`src/rtl/control_stage2.sv`:
```
// Backward-extension loop controller (stage 2 of the SMEM backward pipeline).
// Optional perf counters are enabled by defining STAGE2_PERF_CNT_EN.
module control_stage2 #(
  parameter int          READ_NUM_WIDTH = 8,
  parameter logic [5:0]  BCK_INI        = 6'b00_1000,
  parameter logic [5:0]  BCK_RUN        = 6'b01_0000,
  parameter logic [5:0]  BCK_END        = 6'b10_0000,
  parameter logic [5:0]  BUBBLE         = 6'b00_0000
) (
  input  logic                      clk,
  input  logic                      rst,
  input  logic                      stall,
  input  logic [5:0]                status,
  input  logic [READ_NUM_WIDTH-1:0] read_num,
  input  logic                      iteration_boundary,
  input  logic [7:0]                read_char,
  input  logic [6:0]                backward_i,
  input  logic [6:0]                backward_j,
  input  logic [6:0]                new_size,
  input  logic [6:0]                new_last_size,
  input  logic [6:0]                forward_size_n,
  input  logic [6:0]                min_intv,
  input  logic [6:0]                current_rd_addr,
  input  logic [6:0]                current_wr_addr,
  input  logic [6:0]                mem_wr_addr,
  input  logic [63:0]               primary,
  input  logic [63:0]               reserved_token_x2,
  input  logic [31:0]               reserved_mem_info,
  output logic [5:0]                status_q,
  output logic [READ_NUM_WIDTH-1:0] read_num_q,
  output logic                      iteration_boundary_q,
  output logic [6:0]                backward_i_q,
  output logic [6:0]                backward_j_q,
  output logic [6:0]                new_size_q,
  output logic [6:0]                new_last_size_q,
  output logic [6:0]                forward_size_n_q,
  output logic [6:0]                min_intv_q,
  output logic [6:0]                current_rd_addr_q,
  output logic [6:0]                current_wr_addr_q,
  output logic [6:0]                mem_wr_addr_q,
  output logic [63:0]               primary_q,
  output logic [63:0]               last_token_x2,
  output logic [31:0]               last_mem_info,
  output logic [7:0]                output_c_q,
  output logic                      bck_done,
  output logic [READ_NUM_WIDTH-1:0] bck_done_read_num,
  output logic [6:0]                bck_mem_count
`ifdef STAGE2_PERF_CNT_EN
  ,
  output logic [15:0]               perf_iter_cnt,
  output logic [15:0]               perf_entry_cnt
`endif
);

  logic [5:0]                status_d;
  logic [READ_NUM_WIDTH-1:0] read_num_d;
  logic                      iteration_boundary_d;
  logic [6:0]                backward_i_d, backward_j_d, new_size_d, new_last_size_d;
  logic [6:0]                forward_size_n_d, min_intv_d, current_rd_addr_d;
  logic [6:0]                current_wr_addr_d, mem_wr_addr_d;
  logic [63:0]               primary_d, last_token_x2_d;
  logic [31:0]               last_mem_info_d;
  logic [7:0]                output_c_d;
  logic                      bck_done_d;
  logic [READ_NUM_WIDTH-1:0] bck_done_read_num_d;
  logic [6:0]                bck_mem_count_d;
  logic [6:0]                last_idx;
  logic                      j_last;
  logic                      iter_adv;

  assign last_idx = new_last_size - 7'd1;
  assign j_last   = (backward_j == last_idx);

  always_comb begin
    status_d             = status;
    read_num_d           = read_num;
    iteration_boundary_d = iteration_boundary;
    backward_i_d         = backward_i;
    backward_j_d         = backward_j;
    new_size_d           = new_size;
    new_last_size_d      = new_last_size;
    forward_size_n_d     = forward_size_n;
    min_intv_d           = min_intv;
    current_rd_addr_d    = current_rd_addr;
    current_wr_addr_d    = current_wr_addr;
    mem_wr_addr_d        = mem_wr_addr;
    primary_d            = primary;
    last_token_x2_d      = reserved_token_x2;
    last_mem_info_d      = reserved_mem_info;
    output_c_d           = read_char;
    bck_done_d           = 1'b0;
    bck_done_read_num_d  = bck_done_read_num;
    bck_mem_count_d      = bck_mem_count;
    iter_adv             = 1'b0;

    if (status == BCK_INI) begin
      backward_j_d = 7'd0;
      status_d     = BCK_RUN;
    end else if (status == BCK_RUN) begin
      if (!j_last) begin
        backward_j_d = backward_j + 7'd1;
        status_d     = BCK_RUN;
      end else if ((new_size == 7'd0) || iteration_boundary) begin
        status_d            = BCK_END;
        bck_done_d          = 1'b1;
        bck_done_read_num_d = read_num;
        bck_mem_count_d     = mem_wr_addr;
      end else begin
        // Survivors of this pass become the list walked by the next iteration.
        iter_adv          = 1'b1;
        status_d          = BCK_RUN;
        new_last_size_d   = new_size;
        new_size_d        = 7'd0;
        backward_j_d      = 7'd0;
        current_wr_addr_d = forward_size_n - 7'd1;
        last_token_x2_d   = 64'd0;
        if (backward_i == 7'd0) begin
          iteration_boundary_d = 1'b1;
          backward_i_d         = 7'd0;
        end else begin
          iteration_boundary_d = 1'b0;
          backward_i_d         = backward_i - 7'd1;
        end
      end
    end else begin
      status_d             = BUBBLE;
      read_num_d           = '0;
      iteration_boundary_d = 1'b0;
      backward_i_d         = 7'd0;
      backward_j_d         = 7'd0;
      new_size_d           = 7'd0;
      new_last_size_d      = 7'd0;
      forward_size_n_d     = 7'd0;
      min_intv_d           = 7'd0;
      current_rd_addr_d    = 7'd0;
      current_wr_addr_d    = 7'd0;
      mem_wr_addr_d        = 7'd0;
      primary_d            = 64'd0;
      last_token_x2_d      = 64'd0;
      last_mem_info_d      = 32'd0;
      output_c_d           = 8'd0;
    end
  end

  always_ff @(posedge clk) begin
    if (!rst) begin
      status_q             <= BUBBLE;
      read_num_q           <= '0;
      iteration_boundary_q <= 1'b0;
      backward_i_q         <= 7'd0;
      backward_j_q         <= 7'd0;
      new_size_q           <= 7'd0;
      new_last_size_q      <= 7'd0;
      forward_size_n_q     <= 7'd0;
      min_intv_q           <= 7'd0;
      current_rd_addr_q    <= 7'd0;
      current_wr_addr_q    <= 7'd0;
      mem_wr_addr_q        <= 7'd0;
      primary_q            <= 64'd0;
      last_token_x2        <= 64'd0;
      last_mem_info        <= 32'd0;
      output_c_q           <= 8'd0;
      bck_done             <= 1'b0;
      bck_done_read_num    <= '0;
      bck_mem_count        <= 7'd0;
    end else if (stall) begin
      // Hold everything; the retire is re-evaluated on the first free edge.
      bck_done <= 1'b0;
    end else begin
      status_q             <= status_d;
      read_num_q           <= read_num_d;
      iteration_boundary_q <= iteration_boundary_d;
      backward_i_q         <= backward_i_d;
      backward_j_q         <= backward_j_d;
      new_size_q           <= new_size_d;
      new_last_size_q      <= new_last_size_d;
      forward_size_n_q     <= forward_size_n_d;
      min_intv_q           <= min_intv_d;
      current_rd_addr_q    <= current_rd_addr_d;
      current_wr_addr_q    <= current_wr_addr_d;
      mem_wr_addr_q        <= mem_wr_addr_d;
      primary_q            <= primary_d;
      last_token_x2        <= last_token_x2_d;
      last_mem_info        <= last_mem_info_d;
      output_c_q           <= output_c_d;
      bck_done             <= bck_done_d;
      bck_done_read_num    <= bck_done_read_num_d;
      bck_mem_count        <= bck_mem_count_d;
    end
  end

`ifdef STAGE2_PERF_CNT_EN
  logic [15:0] perf_iter_cnt_q, perf_entry_cnt_q;

  assign perf_iter_cnt  = perf_iter_cnt_q;
  assign perf_entry_cnt = perf_entry_cnt_q;

  always_ff @(posedge clk) begin
    if (!rst) begin
      perf_iter_cnt_q  <= 16'd0;
      perf_entry_cnt_q <= 16'd0;
    end else if (!stall) begin
      if (status == BCK_INI) begin
        perf_iter_cnt_q  <= 16'd0;
        perf_entry_cnt_q <= 16'd0;
      end else begin
        if (iter_adv && (perf_iter_cnt_q != 16'hFFFF))
          perf_iter_cnt_q <= perf_iter_cnt_q + 16'd1;
        if ((status == BCK_RUN) && (perf_entry_cnt_q != 16'hFFFF))
          perf_entry_cnt_q <= perf_entry_cnt_q + 16'd1;
      end
    end
  end
`endif

endmodule

```
`config.mk`:
```
export PLATFORM = sky130hd
export DESIGN_NAME = control_stage2
export DESIGN_NICKNAME = d
export VERILOG_FILES = /design/src/rtl/control_stage2.sv
export SDC_FILE = /design/constraint.sdc
export NUM_CORES = 1
export LEC_CHECK = 0
export CAP_MARGIN = 20
export CORE_AREA = 2 2 201 203
export CTS_CLUSTER_SIZE = 30
export DETAILED_ROUTE_END_ITERATION = 7
export DIE_AREA = 0 0 203 205
export MAX_ROUTING_LAYER = met4
export RECOVER_POWER = 50
export SLEW_MARGIN = 20
export SYNTH_ARGS = -nofsm -noshare
export SYNTH_HDL_FRONTEND = slang
export SYNTH_SLANG_ARGS = --single-unit
```
`constraint.sdc`:
```
create_clock -name clk -period 2.4 [get_ports clk]
set_input_delay 0.36 -clock clk [delete_from_list [all_inputs] [get_ports clk]]
set_output_delay 0.36 -clock clk [all_outputs]
set_load 0.01 [all_outputs]
```
==> out/results.ini <==
[clock_network]
clock-root-buffer=clkbuf_16
post_cts_buffers=0
cts_buffer_depth=3
postCtsHoldBufs=0
cts_made_buffers=31
cts.clk_slew.worst_paths_ns=0.06
tritoncts=yes
cts.htree.levels=1
clkLatencyLatePin_ns=0.57
clock-sinks=258
cts_resized=0

[synthesis]
synth.area.top_cells=dfxtp_1 56%, a22o_1 17%, a22o_2 3.8%, mux2i_1 2.0%, o21ai_0 1.4%
synth_cells=801
ys_seq_area_share_pct=56.13
yosys-top-cells-count=258 x dfxtp_1, 177 x a22o_1, 35 x a22o_2
synth_xor_xnor_area_share_pct=1.237
synth_top_family_by_area=compound AO/OA/AOI/OAI gates
synth_cell_types=63
synth_compound_area_share_pct=27.66
synth_area_leader_cell=dfxtp_1
yosysTopAreaCellShare_pct=56.13
synth-edff-count=0
synth_area_um2=9201
synthArstFlopShare_pct=0
synthFlopType=dfxtp_1
ys_seq_elements=258
yosys_warnings=0
syn_area_per_cell_um2=11.49
yosysMostFrequentCell=dfxtp_1
synthSimpleGateAreaFrac_pct=7.397
synthMuxAreaShare_pct=1.958
synth_fa_ha_area_share_pct=0.6799

[floorplanning]
core-area_um2=39370
die_w_um=203
dieArea_um2=41620
fp-row-count=73
die-height_um=205
io_pins=511
start_util_pct=23.37

[routing]
drt_wl_total_um=36110
wire_per_inst_um=18.87
drc=0
vias=8762
vias_per_cell=4.578
antenna_left=0
first_pass_iters=5
drt_iter0_markers=442

[grt]
grt_pass1_wl_um=52670
antenna_found_initial=6
grt_max_degree=76
track_usage_pct=16.76
overflow=0
first_global_vias=8922

[min_path]
hold_class=primary input to register

[critical_path]
crit_fanout=5
worst-setup-path-type=primary input to register
cp-start-kind=primary input
cp.arrival_ns=2.73
critical_path_required_ns=2.92
endpoint_kind=register

[timing]
min_period_ns=2.209
hold_viol_final=0
worstMarginPinSlew_ns=0.5828
holdWs_ns=0.3582
tns_ns=0
slew_headroom_pct=60.79
grt_setup_unrepaired=false
setup_violations=0
fin_skew_ns=0
max_freq_mhz=452.7
fin_crit_sh_pct=92.03
slew_violations=0

[placement]
detailed_place.area_um2=15390
place_congestion=0.8301
dpl.hpwl_um=27430
portBuffers=506

[cells_and_area]
drive_above_1_share_pct=13.67
final_area_um2=16440
utilization_pct=41.77
area_delta_synth_final_pct=78.72
final_nets=1616

[power]
ir_drop_v=0.0004967
powerDensity_nw_per_um2=611.3
total_leakage_power_uw=0.007052

[outcome]
status=completed

[job]
maxCapViolations=0

[metrics by stage]
stage                     std cells  power (uW)  worst slack [ns]
after global routing           1914       10420           0.08141
final                          1914       10050            0.1912
after floorplan                 804        4666            0.2087
after detailed placement       1854        5328           -0.3929
after CTS                      1908       10200            0.2129
after global placement         1854        5319           -0.3448
[sequential cells by signal, indices dropped and copies added, names as in the netlist, 8 cells and up]
register	cells
last_token_x2	64
bck_done_read_num	8
last_mem_info	32
primary_q	64
output_c_q	8
read_num_q	8
[metal layers]
layer	vias up	part of all wire, %	global-route usage, %
li1	4188	-	-
met1	4154	42	19.89
met2	369	47	27.42
met3	51	8.6	5.091
met4	0	2.2	4.823
met5	-	0	-
[path summary, 6_finish.rpt]
kind | start | end | slack (ns) | cells past startpoint
max | status[5] | backward_i_q[1] | 0.19 | 11
max reg2reg | current_wr_addr_q[6] | current_wr_addr_q[6] | 1.48 | 4
min | current_wr_addr[3] | current_wr_addr_q[3] | 0.36 | 3
min reg2reg | status_q[5] | status_q[5] | 0.45 | 1
[worst max-delay path, stage by stage]
cell             delay (ns)
clkdlybuf4s50_1        0.45
buf_4                  0.15
nor4_1                 0.40
buf_4                  0.19
nand3b_1               0.09
buf_4                  0.17
nor2_1                 0.18
nand2_1                0.13
buf_4                  0.15
nor4_1                 0.28
a221o_2                0.17
[layout make-up]
cell class | instances | area [um^2]
sequential | 258 | 5165
timing repair buffer | 594 | 5922
clock inverter | 11 | 170.2
clock buffer | 43 | 880.8
antenna | 6 | 15.01
fill | 3743 | 22920
multi-input combinational | 467 | 3597
tap | 525 | 656.9
inverter | 10 | 37.54
[cells in the final DEF, fill, tap and decap left out, types with 15 or more instances in the layout]
| cell | n |
|---|---|
| a22o_2 | 35 |
| a22o_1 | 177 |
| clkbuf_16 | 31 |
| nand2_1 | 25 |
| buf_4 | 71 |
| mux2i_1 | 18 |
| o21ai_0 | 26 |
| buf_12 | 16 |
| nor2b_1 | 15 |
| dlygate4sd3_1 | 252 |
| a21oi_1 | 18 |
| dfxtp_1 | 258 |
| nand3_1 | 22 |
| clkdlybuf4s50_1 | 254 |
[logic make-up after synthesis]
logic type	Yosys count
compound gates	309
mux	18
buf+inv	79
other cells	1
fa+ha+maj	5
flops	258
xor+xnor	13
simple gates	118
[where the power goes]
part,internal [uW],switching (uW)
clock network,2970,1860
logic,546,340
registers,4320,16.8
Note: power is estimated with default switching activity, not from simulation.
